`src/rtl/rvm_axi4_router.sv`:
```
// rvm_axi4_router: routes one AXI4 master to NSLV slaves by address decode, with one outstanding
// write and one outstanding read; unmapped addresses are absorbed and answered with DECERR.
module rvm_axi4_router #(
  parameter int NSLV = 2,
  parameter logic [NSLV*32-1:0] SLV_BASE = {32'h0000_0000, 32'h8000_0000},
  parameter logic [NSLV*32-1:0] SLV_MASK = {32'hF000_0000, 32'h8000_0000}
) (
  input  logic              ACLK,
  input  logic              ARESETn,
  input  logic [31:0]       S_AWADDR,
  input  logic [7:0]        S_AWLEN,
  input  logic [2:0]        S_AWSIZE,
  input  logic [1:0]        S_AWBURST,
  input  logic              S_AWVALID,
  output logic              S_AWREADY,
  input  logic [31:0]       S_WDATA,
  input  logic [3:0]        S_WSTRB,
  input  logic              S_WLAST,
  input  logic              S_WVALID,
  output logic              S_WREADY,
  output logic [1:0]        S_BRESP,
  output logic              S_BVALID,
  input  logic              S_BREADY,
  input  logic [31:0]       S_ARADDR,
  input  logic [7:0]        S_ARLEN,
  input  logic [2:0]        S_ARSIZE,
  input  logic [1:0]        S_ARBURST,
  input  logic              S_ARVALID,
  output logic              S_ARREADY,
  output logic [31:0]       S_RDATA,
  output logic [1:0]        S_RRESP,
  output logic              S_RLAST,
  output logic              S_RVALID,
  input  logic              S_RREADY,
  output logic [NSLV*32-1:0] M_AWADDR,
  output logic [NSLV*8-1:0]  M_AWLEN,
  output logic [NSLV*3-1:0]  M_AWSIZE,
  output logic [NSLV*2-1:0]  M_AWBURST,
  output logic [NSLV-1:0]    M_AWVALID,
  input  logic [NSLV-1:0]    M_AWREADY,
  output logic [NSLV*32-1:0] M_WDATA,
  output logic [NSLV*4-1:0]  M_WSTRB,
  output logic [NSLV-1:0]    M_WLAST,
  output logic [NSLV-1:0]    M_WVALID,
  input  logic [NSLV-1:0]    M_WREADY,
  input  logic [NSLV*2-1:0]  M_BRESP,
  input  logic [NSLV-1:0]    M_BVALID,
  output logic [NSLV-1:0]    M_BREADY,
  output logic [NSLV*32-1:0] M_ARADDR,
  output logic [NSLV*8-1:0]  M_ARLEN,
  output logic [NSLV*3-1:0]  M_ARSIZE,
  output logic [NSLV*2-1:0]  M_ARBURST,
  output logic [NSLV-1:0]    M_ARVALID,
  input  logic [NSLV-1:0]    M_ARREADY,
  input  logic [NSLV*32-1:0] M_RDATA,
  input  logic [NSLV*2-1:0]  M_RRESP,
  input  logic [NSLV-1:0]    M_RLAST,
  input  logic [NSLV-1:0]    M_RVALID,
  output logic [NSLV-1:0]    M_RREADY
);
  typedef enum logic [2:0] {W_IDLE, W_ADDR, W_DATA, W_RESP, W_EDATA, W_ERESP} wstate_t;
  typedef enum logic [1:0] {R_IDLE, R_ADDR, R_DATA, R_ERR} rstate_t;
  wstate_t ws, ws_n;
  rstate_t rs, rs_n;
  logic [31:0] aw_addr, ar_addr, r_data;
  logic [7:0] aw_len, ar_len, cnt;
  logic [2:0] aw_size, ar_size, aw_dec, ar_dec;
  logic [1:0] aw_burst, ar_burst, aw_sel, ar_sel, b_resp, r_resp;
  logic aw_rdy, w_rdy, b_vld, ar_rdy, r_vld, r_last;
  // {miss, index}: scanning from the top down leaves the lowest matching index
  function automatic logic [2:0] decode(input logic [31:0] addr);
    logic [2:0] r;
    r = 3'b100;
    for (int i = NSLV - 1; i >= 0; i--)
      if ((addr & SLV_MASK[i*32 +: 32]) == SLV_BASE[i*32 +: 32]) r = {1'b0, 2'(i)};
    return r;
  endfunction
  assign aw_dec = decode(S_AWADDR);
  assign ar_dec = decode(S_ARADDR);
  always_ff @(posedge ACLK or negedge ARESETn)
    if (!ARESETn) begin
      ws <= W_IDLE;
      aw_addr <= '0;
      aw_len <= '0;
      aw_size <= '0;
      aw_burst <= '0;
      aw_sel <= '0;
    end else begin
      ws <= ws_n;
      if (ws == W_IDLE && S_AWVALID) begin
        aw_addr <= S_AWADDR;
        aw_len <= S_AWLEN;
        aw_size <= S_AWSIZE;
        aw_burst <= S_AWBURST;
        aw_sel <= aw_dec[1:0];
      end
    end
  always_ff @(posedge ACLK or negedge ARESETn)
    if (!ARESETn) begin
      rs <= R_IDLE;
      ar_addr <= '0;
      ar_len <= '0;
      ar_size <= '0;
      ar_burst <= '0;
      ar_sel <= '0;
      cnt <= '0;
    end else begin
      rs <= rs_n;
      if (rs == R_IDLE && S_ARVALID) begin
        ar_addr <= S_ARADDR;
        ar_len <= S_ARLEN;
        ar_size <= S_ARSIZE;
        ar_burst <= S_ARBURST;
        ar_sel <= ar_dec[1:0];
      end
      if (rs == R_ERR && S_RREADY) cnt <= cnt == ar_len ? 8'd0 : cnt + 8'd1;
    end
  always_comb begin
    aw_rdy = 1'b0;
    w_rdy = 1'b0;
    b_vld = 1'b0;
    b_resp = 2'b00;
    ar_rdy = 1'b0;
    r_vld = 1'b0;
    r_last = 1'b0;
    r_resp = 2'b00;
    r_data = '0;
    for (int i = 0; i < NSLV; i++) begin
      if (aw_sel == 2'(i)) begin
        aw_rdy = M_AWREADY[i];
        w_rdy = M_WREADY[i];
        b_vld = M_BVALID[i];
        b_resp = M_BRESP[i*2 +: 2];
      end
      if (ar_sel == 2'(i)) begin
        ar_rdy = M_ARREADY[i];
        r_vld = M_RVALID[i];
        r_last = M_RLAST[i];
        r_resp = M_RRESP[i*2 +: 2];
        r_data = M_RDATA[i*32 +: 32];
      end
    end
  end
  always_comb begin
    ws_n = ws;
    unique case (ws)
      W_IDLE:  if (S_AWVALID) ws_n = aw_dec[2] ? W_EDATA : W_ADDR;
      W_ADDR:  if (aw_rdy) ws_n = W_DATA;
      W_DATA:  if (S_WVALID && w_rdy && S_WLAST) ws_n = W_RESP;
      W_RESP:  if (b_vld && S_BREADY) ws_n = W_IDLE;
      W_EDATA: if (S_WVALID && S_WLAST) ws_n = W_ERESP;
      W_ERESP: if (S_BREADY) ws_n = W_IDLE;
      default: ws_n = W_IDLE;
    endcase
  end
  always_comb begin
    rs_n = rs;
    unique case (rs)
      R_IDLE: if (S_ARVALID) rs_n = ar_dec[2] ? R_ERR : R_ADDR;
      R_ADDR: if (ar_rdy) rs_n = R_DATA;
      R_DATA: if (r_vld && S_RREADY && r_last) rs_n = R_IDLE;
      R_ERR:  if (S_RREADY && cnt == ar_len) rs_n = R_IDLE;
      default: rs_n = R_IDLE;
    endcase
  end
  assign S_AWREADY = ws == W_IDLE;
  assign S_WREADY = ws == W_DATA ? w_rdy : ws == W_EDATA;
  assign S_BVALID = ws == W_RESP ? b_vld : ws == W_ERESP;
  assign S_BRESP = ws == W_RESP ? b_resp : ws == W_ERESP ? 2'b11 : 2'b00;
  assign S_ARREADY = rs == R_IDLE;
  assign S_RVALID = rs == R_DATA ? r_vld : rs == R_ERR;
  assign S_RDATA = rs == R_DATA ? r_data : '0;
  assign S_RRESP = rs == R_DATA ? r_resp : rs == R_ERR ? 2'b11 : 2'b00;
  assign S_RLAST = rs == R_DATA ? r_last : rs == R_ERR && cnt == ar_len;
  for (genvar g = 0; g < NSLV; g++) begin : g_slv
    localparam logic [1:0] IDX = 2'(g);
    assign M_AWADDR[g*32 +: 32] = aw_addr;
    assign M_AWLEN[g*8 +: 8] = aw_len;
    assign M_AWSIZE[g*3 +: 3] = aw_size;
    assign M_AWBURST[g*2 +: 2] = aw_burst;
    assign M_AWVALID[g] = ws == W_ADDR && aw_sel == IDX;
    assign M_WDATA[g*32 +: 32] = S_WDATA;
    assign M_WSTRB[g*4 +: 4] = S_WSTRB;
    assign M_WLAST[g] = S_WLAST;
    assign M_WVALID[g] = ws == W_DATA && aw_sel == IDX && S_WVALID;
    assign M_BREADY[g] = ws == W_RESP && aw_sel == IDX && S_BREADY;
    assign M_ARADDR[g*32 +: 32] = ar_addr;
    assign M_ARLEN[g*8 +: 8] = ar_len;
    assign M_ARSIZE[g*3 +: 3] = ar_size;
    assign M_ARBURST[g*2 +: 2] = ar_burst;
    assign M_ARVALID[g] = rs == R_ADDR && ar_sel == IDX;
    assign M_RREADY[g] = rs == R_DATA && ar_sel == IDX && S_RREADY;
  end
endmodule
```
`config.mk`:
```
export PLATFORM = sky130hd
export DESIGN_NAME = rvm_axi4_router
export DESIGN_NICKNAME = d
export VERILOG_FILES = /design/src/rtl/rvm_axi4_router.sv
export SDC_FILE = /design/constraint.sdc
export NUM_CORES = 1
export LEC_CHECK = 0
export BUFFER_PORTS_ARGS = -buffer_cell sky130_fd_sc_hd__buf_2
export CAP_MARGIN = 15
export CORE_AREA = 2 2 204 206
export CTS_CLUSTER_SIZE = 30
export DETAILED_ROUTE_END_ITERATION = 10
export DIE_AREA = 0 0 206 208
export PLACE_DENSITY = 0.46
export RECOVER_POWER = 25
export SETUP_SLACK_MARGIN = 0.15
export SLEW_MARGIN = 20
export SYNTH_ARGS = -nofsm -noshare
export SYNTH_HDL_FRONTEND = slang
export SYNTH_SLANG_ARGS = --single-unit
```
`constraint.sdc`:
```
create_clock -name ACLK -period 4.5 [get_ports ACLK]
set_input_delay 0.45 -clock ACLK [delete_from_list [all_inputs] [get_ports ACLK]]
set_output_delay 0.45 -clock ACLK [all_outputs]
set_load 0.02 [all_outputs]
```
==> reports/results.ini, run 1 <==
[cts]
htree_levels=3
post_cts_buffers=0
clk_latency_ps=370
path_clk_slew_ps=80
cts_buffer_depth=2
cts_buffers=9
clock_sinks=105
cts_hold_buf=1
cts_root_buf=clkbuf_16
cts_tree=built
cts_resized=0

[worst_setup_path]
critPathKind=flip-flop to output port
start_kind=flip-flop
reg2regPathDepth=4
cp-startpoint=cnt[0]
r2r_slack_ps=2180
r2r_end=aw_addr[25]
worstPathRequired_ps=4050
cp.arrival_ps=2200
r2r_start=ws[2]
cp_max_fo=10
end_kind=output port

[placed_design]
dp_hpwl_mm=16.4
port_buffers=415
gp_congestion=0.826

[pwr]
finalPower_mw=5.92
p_per_area_nw_per_um2=753
p_comb_frac=0.557
power_frac_seq=0.302
irDropWorstVdd_uv=333
power.share.clock=0.140
p_leak_nw=4.10
switching_share=0.501
intPower_mw=2.95
switchingPower_mw=2.96

[timing]
slew_violations=0
setup-violations-final=0
tightest_slew_ps=1480
fin_skew_ps=15.1
hold_viol=0
rsz0062_at_grt=false
min_period_over_period=0.589
relSlewSlack=0.0165
period_needed_ps=2650
clock.fmax_ghz=0.377
final.setup.tns_ps=0

[drt]
vias=5183
ant_nets=0
viasPerCell=3.65
avgRoutedWirePerCell_um=14.8
drt_iter0_markers=239
detail_route.drc_violations=0
first_pass_iters=4
wl_mm=21.0

[die]
die_w_um=206
start_util=0.152
die_h_um=208
core_area_um2=40600
num_rows=74
die-area_um2=42800
ios=524

[job]
max_cap_violations=0

[synth]
async_reset_ff_frac=1.00
synth_warnings=0
synthFlopType=dfrtp_1
synth-edff-count=0
synth.avg_cell_area_um2=9.56
synth_top_area_share=0.425
ys_ff_latch=105
yosysMostFrequentCell=buf_4
syn_inst=646
synth_nets=865
synthTopCellsByCount=buf_4, nand2_1, dfrtp_1, mux2_1, a22o_1
syn-cell-area_um2=6180
yosysSeqAreaShare=0.425
synth.distinct_cells=49
ys_top_cells_by_area=dfrtp_1, buf_4, nand2_1
yosysTopAreaCell=dfrtp_1

[cells_and_area]
syn2layout_area_growth_pct=27.1
layout-drive-gt1-share=0.475
fin_nets=1102
diodes=0

[hold_path]
min_delay_path_depth=3
min_from=S_ARADDR[25]
hold_class=primary input to flip-flop
whs_endpoint=ar_addr[25]

[grt]
grt_pass1_vias=5069
gr-usage-all-layers=0.0960
grt_pass1_wl_mm=31.0
overflow=0
antenna_found_initial=1
grt_max_degree=49

[outcome]
status=finished clean

-- registers in the layout, summed over array words and instances (netlist names) --
signal	count
aw_size	3
ar_burst	2
rs	2
ar_size	3
aw_sel	1
aw_addr	32
ar_sel	1
ws	3
ar_len	8
aw_len	8
aw_burst	2
cnt	8
ar_addr	32
-- metrics by stage --
stage	setup WS (ps)	instances	hold slack, ps	util	area (um^2)
5_1_grt	1710	1420	253	0.194	7850
3_3_place_gp	2060	1402	386	0.187	7570
3_5_place_dp	1950	1402	385	0.187	7570
4_1_cts	1510	1419	224	0.194	7880
6_report	1850	1420	259	0.194	7850
2_1_floorplan	2610	646	154	-	6180
-- layer usage --
metal | up-vias | GRT usage | wire length [um]
met5 | - | 0 | 0
met4 | 0 | 0.0323 | 304
met3 | 17 | 0.0252 | 1370
met2 | 204 | 0.159 | 10400
met1 | 2508 | 0.120 | 8920
li1 | 2454 | - | -
-- cells in the final DEF (no fill, tap or decap), drive strengths merged, types with 3 or more instances in the layout --
master    Yosys  final
and2          6      6
clkinvlp      0      3
mux2         52     52
nor3          8      8
buf         185    386
nand2       162    162
o211ai        3      3
dfrtp       105    105
nand3         3      3
a22o         32     32
nor4          5      5
inv           3      5
mux2i         5      5
a21oi         5      5
o21ai        10     10
clkbuf        9     42
nor3b         4      4
nor2b         3      3
xnor2         8      8
o22ai         4      4
nor2          8      8
-- power by group through the flow --
| stage | logic [mW] | clock network [mW] | registers, mW |
|---|---|---|---|
| detailed placement | 3.36 | 0 | 1.81 |
| global route | 3.57 | 0.922 | 1.87 |
| floorplan | 2.36 | 0 | 2.17 |
| finish | 3.30 | 0.831 | 1.79 |
| CTS | 3.37 | 0.888 | 1.80 |
| global placement | 3.36 | 0 | 1.79 |
-- cell families (layout without fill, tap and decap cells) --
family	count (synthesis)	in the layout	share of synthesized area
compound gates	68	68	0.0849
xor+xnor	8	8	0.0113
fa+ha+maj	1	1	0.00203
buf+inv	197	439	0.227
flops	105	105	0.425
mux	57	57	0.104
simple gates	210	210	0.145
-- cell type report --
class | count | area (um^2)
Fill cell | 4580 | 32700
Timing Repair Buffer | 420 | 2080
Clock inverter | 7 | 77.6
Sequential cell | 105 | 2630
Inverter | 3 | 11.3
Clock buffer | 9 | 225
Multi-Input combinational cell | 344 | 2170
Tap cell | 532 | 666
-- how the worst max path moves through the flow --
stage,to,cells after the start
after global routing,S_RLAST,5
after CTS,S_RDATA[17],3
final,S_RLAST,5
after detailed placement,S_RDATA[7],3
after floorplan,S_RLAST,4
after global placement,S_RDATA[7],3
-- critical path, cell delays in order, from the launching register on --
cell and delay (ps):
dfrtp_1 440, xnor2_1 190, nand4_1 430, o21ai_0 420
and3_1 200, buf_2 160
Power figures use the tool's default switching activity.
==> run 2, diff against run 1 <==
PLACE_DENSITY = 0.47   (was 0.46)
clock period = 2.1 ns   (was 4.5 ns; I/O delays follow)
==> run 2 against run 1 <==
Sequential share of layout area fell by 2.6 points. Core utilization rose by 1.7 points. Sequential power rose by 110%. Global-route usage rose by 0.76 points. Critical path depth rose by 1. First-iteration DRC count rose by 23%. Register-to-register slack got worse by 1900 ps. Clock power rose by 110%. Sequential cell count did not move. Worst hold slack got worse by 230 ps. Cell count rose by 3.5%. Design area rose by 8.9%. Largest cell class is now non-clock buffers.
==> reports/results.ini, run 2 (synthesis results as in run 1) <==
[cells_and_area]
fin_nets=1150  ; +4.4%
stdcell_area_um2=8550  ; +8.9%
layout-drive-gt1-share=0.542  ; +0.0664
syn2layout_area_growth_pct=38.5
mostFrequentLayoutCell=buf_2
reg_top3=ar_addr x32, aw_addr x32
mostFrequentLayoutCells=buf_2, nand2_1, dfrtp_1

[drt]
viasPerCell=3.70  ; +1.3%
first_pass_iters=5  ; +1
detail_route.drc_violations=0  ; unchanged
wl_mm=22.9  ; +9.1%
ant_nets=0  ; unchanged
vias=5434  ; +4.8%
drt_iter0_markers=293  ; +23%
avgRoutedWirePerCell_um=15.6  ; +5.4%

[die]
ios=524  ; unchanged
die_w_um=206  ; unchanged
num_rows=74  ; unchanged
start_util=0.152  ; unchanged
die_h_um=208  ; unchanged
die-area_um2=42800  ; unchanged
core_area_um2=40600  ; unchanged

[timing]
clock.fmax_ghz=0.510
relSlewSlack=0.374  ; +0.358
hold_viol=0  ; unchanged
setup-violations-final=0  ; unchanged
setup_ws_ps=140  ; -1710 ps
fin_skew_ps=6.91  ; -8.16 ps
period_needed_ps=1960
min_period_over_period=0.933
final.setup.tns_ps=0  ; unchanged
rsz0062_at_grt=true
tightest_slew_ps=938  ; -537 ps
slew_violations=0  ; unchanged

[pwr]
irDropWorstVdd_uv=631  ; +90%
p_per_area_nw_per_um2=1610  ; +110%
finalPower_mw=13.8  ; +130%
p_leak_nw=4.48  ; +9.4%

[grt]
grt_max_degree=56  ; +14%
grt_pass1_vias=5279  ; +4.1%
gr-usage-all-layers=0.104  ; +0.00756
grt_pass1_wl_mm=33.2  ; +7.0%
antenna_found_initial=1  ; unchanged
overflow=0  ; unchanged

[hold_path]
min_from=S_ARADDR[17]
hold_class=primary input to flip-flop
whs_endpoint=ar_addr[17]
min_delay_path_depth=3  ; unchanged

[cts]
cts_buffers=9  ; unchanged
htree_levels=3  ; unchanged
clock_sinks=105  ; unchanged
cts_tree=built
cts_buffer_depth=2  ; unchanged
path_clk_slew_ps=70  ; about the same
cts_root_buf=clkbuf_16
clk_latency_ps=370  ; about the same

[placed_design]
port_buffers=415  ; unchanged
gp_congestion=0.832  ; +0.67%
place_area_um2=7740  ; +2.2%
dp_hpwl_mm=17.8  ; +8.6%
place_ws_ps=317  ; -1640 ps

[job]
max_cap_violations=0  ; unchanged

[worst_setup_path]
cp.arrival_ps=1750  ; -450 ps
reg2regPathDepth=5  ; +1
path_cells=buf_6 > nor3b_4 > buf_6 > buf_6 > a22o_4 > buf_4
end_kind=output port
worstPathRequired_ps=1890  ; -2160 ps
cp_max_fo=5  ; -5
cpPeakStageDelay_ps=440  ; about the same
critPathKind=flip-flop to output port
r2r_start=aw_sel[0]
worst_path_max_delay_cell=dfrtp_2
r2r_end=ws[0]
crit_top_cell=buf_6
start_kind=flip-flop
r2r_slack_ps=300  ; -1880 ps

[outcome]
status=finished clean

-- run 2: cell count changes in the layout (fill, tap and decap cells not counted), sizes merged --
| cell | previous run | this run |
|---|---|---|
| clkbuf | 42 | 15 |
| bufinv | 1 | 0 |
| clkinvlp | 3 | 0 |
| dlygate4sd3 | 1 | 14 |
| diode | 0 | 1 |
| clkinv | 1 | 3 |
| buf | 386 | 450 |
-- run 2: layer usage --
layer  vias to the layer above  track usage  part of all wire
met5                         -            0                 0
met4                         0       0.0355             0.015
met3                        26       0.0345             0.071
met2                       211        0.162              0.47
met1                      2630        0.133              0.44
li1                       2567            -                 -
-- run 2: where the power goes --
part           internal [mW]  leakage [nW]  switching, mW
registers               2.96          1.25          0.848
clock network          0.859         0.142          0.869
logic                   3.18          3.09           5.07
-- run 2: worst max-delay path by stage --
| stage | start | endpoint | depth (start not counted) |
|---|---|---|---|
| 5_1_grt | rs[0] | S_RDATA[1] | 6 |
| 3_3_place_gp | ar_len[7] | S_RLAST | 5 |
| 3_5_place_dp | aw_sel[0] | ws[0] | 5 |
| 6_report | rs[0] | S_RDATA[12] | 6 |
| 2_1_floorplan | ws[2] | aw_addr[0] | 6 |
| 4_1_cts | cnt[4] | S_RLAST | 5 |
-- run 2: stage by stage --
step                utilization  hold slack, ps  std cells
finish                    0.211            33.8       1469
global route              0.211            20.5       1468
CTS                       0.209           0.272       1462
detailed placement        0.191            91.8       1420
global placement          0.191            90.7       1420
floorplan                     -           -85.6        646
-- run 2: area by class of cell --
cell class	count	area, um^2
sequential	105	2640
fill	4503	32000
inverter	3	11.3
clock inverter	5	46.3
timing repair buffer	468	2700
clock buffer	11	243
antenna	1	2.50
multi-input combinational	344	2250
tap	532	666
-- run 2: critical path, delay by kind of cell (launching register included) --
| kind | cells | cell delay, ps |
|---|---|---|
| AOI/OAI and AO/OA | 1 | 150 |
| buffers and inverters | 4 | 560 |
| DFF | 1 | 440 |
| and+or+nand+nor | 1 | 210 |
-- run 2: timing repair --
item,in CTS,in global routing
setup buffers,10,6
endpoints found under the setup margin,35,44
hold buffers,14,0
gates resized for setup,62,12
hold endpoints to repair,42,0
cloned,2,0
pin swaps,8,6
==> run 3, diff against run 2 <==
CTS_CLUSTER_DIAMETER = 120   (was default)
clock period = 1.6 ns   (was 2.1 ns; I/O delays follow)
==> run 3 against run 2 <==
The run now ends with setup timing left. Sequential power increased by 34%. Design area increased by 33%. Clock power increased by 34%. Cell count increased by 8.8%. Count of clock-buffer cells in the layout unchanged. Register-to-register slack got worse by 510 ps. Routed wire length increased by 18%. Global-route usage increased by 0.30 points. Clock skew increased by 3.3 ps. Die area unchanged. Setup slack got worse by 370 ps. Critical path type unchanged. Critical endpoint is now S_RDATA[6].
==> reports/results.ini, run 3 (synthesis results as in run 1) <==
[outcome]
status=complete, but fails checks
violations=setup timing

[pwr]
irDropWorstVdd_uv=809  ; +28%
p_leak_nw=5.74  ; +28%
p_per_area_nw_per_um2=1980  ; +23%
finalPower_mw=22.5  ; +63%

[grt]
grt_max_degree=52  ; -7.1%
grt_pass1_vias=5879  ; +11%
overflow=0  ; unchanged
grt_pass1_wl_mm=34.3  ; +3.3%
gr-usage-all-layers=0.107  ; +0.00296
antenna_found_initial=2  ; +1

[worst_setup_path]
cp.arrival_ps=1670  ; -80 ps
end_kind=output port
reg2regPathDepth=5  ; unchanged
worstPathRequired_ps=1440  ; -450 ps
r2r_end=ws[0]
r2r_start=aw_sel[0]
r2r_slack_ps=-210  ; -510 ps
cp_max_fo=8  ; +3
critPathKind=flip-flop to output port
start_kind=flip-flop

[drt]
ant_nets=0  ; unchanged
drt_iter0_markers=179  ; -39%
first_pass_iters=4  ; -1
viasPerCell=3.91  ; +5.7%
avgRoutedWirePerCell_um=16.9  ; +8.3%
wl_mm=27.0  ; +18%
vias=6248  ; +15%
detail_route.drc_violations=0  ; unchanged

[cells_and_area]
stdcell_area_um2=11400  ; +33%
final_cells=1598  ; +8.8%
mostFrequentLayoutCell=buf_2
mostFrequentLayoutCells=buf_2, dfrtp_1, nand2_1
fin_util=0.281  ; +0.0699
syn2layout_area_growth_pct=84.4
fin_nets=1280  ; +11%
layout-drive-gt1-share=0.699  ; +0.157
reg_top3=ar_addr x32, aw_addr x32
diodes=0  ; -1

[cts]
path_clk_slew_ps=80  ; about the same
clk_latency_ps=370  ; about the same
clock_sinks=105  ; unchanged
cts_root_buf=clkbuf_16
htree_levels=3  ; unchanged
cts_tree=built
cts_buffer_depth=2  ; unchanged
cts_buffers=9  ; unchanged

[timing]
period_needed_ps=1830
rsz0062_at_grt=true
hold_viol=0  ; unchanged
final.setup.tns_ps=-13110  ; -13110 ps
setup_ws_ps=-229  ; -369 ps
clock.fmax_ghz=0.547
fin_skew_ps=10.2  ; +3.29 ps
whs_ps=31.6  ; -2.23 ps
setup-violations-final=140  ; +140
relSlewSlack=0.231  ; -0.143
tightest_slew_ps=1150  ; +215 ps
slew_violations=0  ; unchanged
min_period_over_period=1.14

[hold_path]
min_delay_path_depth=2  ; -1
min_from=S_AWADDR[4]
whs_endpoint=aw_addr[4]
hold_class=primary input to flip-flop

[job]
max_cap_violations=0  ; unchanged

[placed_design]
dp.cells=1432  ; +0.85%
dp_hpwl_mm=16.9  ; -5.3%
port_buffers=415  ; unchanged
place_area_um2=8190  ; +5.8%
place_ws_ps=-90.4  ; -407 ps
gp_congestion=0.762  ; -8.5%

[die]
num_rows=74  ; unchanged
die_h_um=208  ; unchanged
core_area_um2=40600  ; unchanged
die-area_um2=42800  ; unchanged
die_w_um=206  ; unchanged
ios=524  ; unchanged
start_util=0.152  ; unchanged

==> run 3: worst max path at each step <==
stage	startpoint	end	cells past startpoint	slack (ps)
6_report	rs[1]	S_RDATA[6]	5	-230
5_1_grt	ar_len[7]	S_RLAST	5	-290
4_1_cts	cnt[1]	S_RLAST	5	-280
3_5_place_dp	aw_sel[0]	ws[0]	4	-90
3_3_place_gp	aw_sel[0]	ws[0]	4	-90
2_1_floorplan	ws[0]	aw_addr[0]	6	-50
==> run 3: cell type report <==
cell class,instances,area (um^2)
timing repair buffer,598,4590
clock buffer,11,243
clock inverter,5,45.0
multi-input combinational,344,3190
sequential,105,2640
inverter,3,13.8
fill,4255,29200
tap,532,666
==> run 3: what timing repair did <==
item,CTS,global route
gates resized for setup,211,148
hold buffers,77,1
cloned,8,16
buffers inserted,29,19
pin swaps,24,120
hold endpoints to repair,143,1
endpoints found under the setup margin,103,153
==> run 3: layer usage <==
| metal | part of all wire | track usage |
|---|---|---|
| met1 | 0.38 | 0.118 |
| met5 | 0.00048 | 0 |
| met2 | 0.51 | 0.190 |
| met3 | 0.083 | 0.0304 |
| met4 | 0.032 | 0.0419 |
==> run 3: worst max-delay path, stage by stage (launching register included) <==
cell       delay [ps]
dfrtp_2           440
nor3b_4           160
buf_6             150
clkbuf_16         180
a22o_4            220
buf_6             130
==> run 3: power breakdown <==
part           total, mW  switching (mW)  leakage (nW)  internal [mW]
clock               2.31            1.18         0.139           1.13
sequential          5.10            1.20          1.25           3.90
combinational       15.1            7.97          4.36           7.15
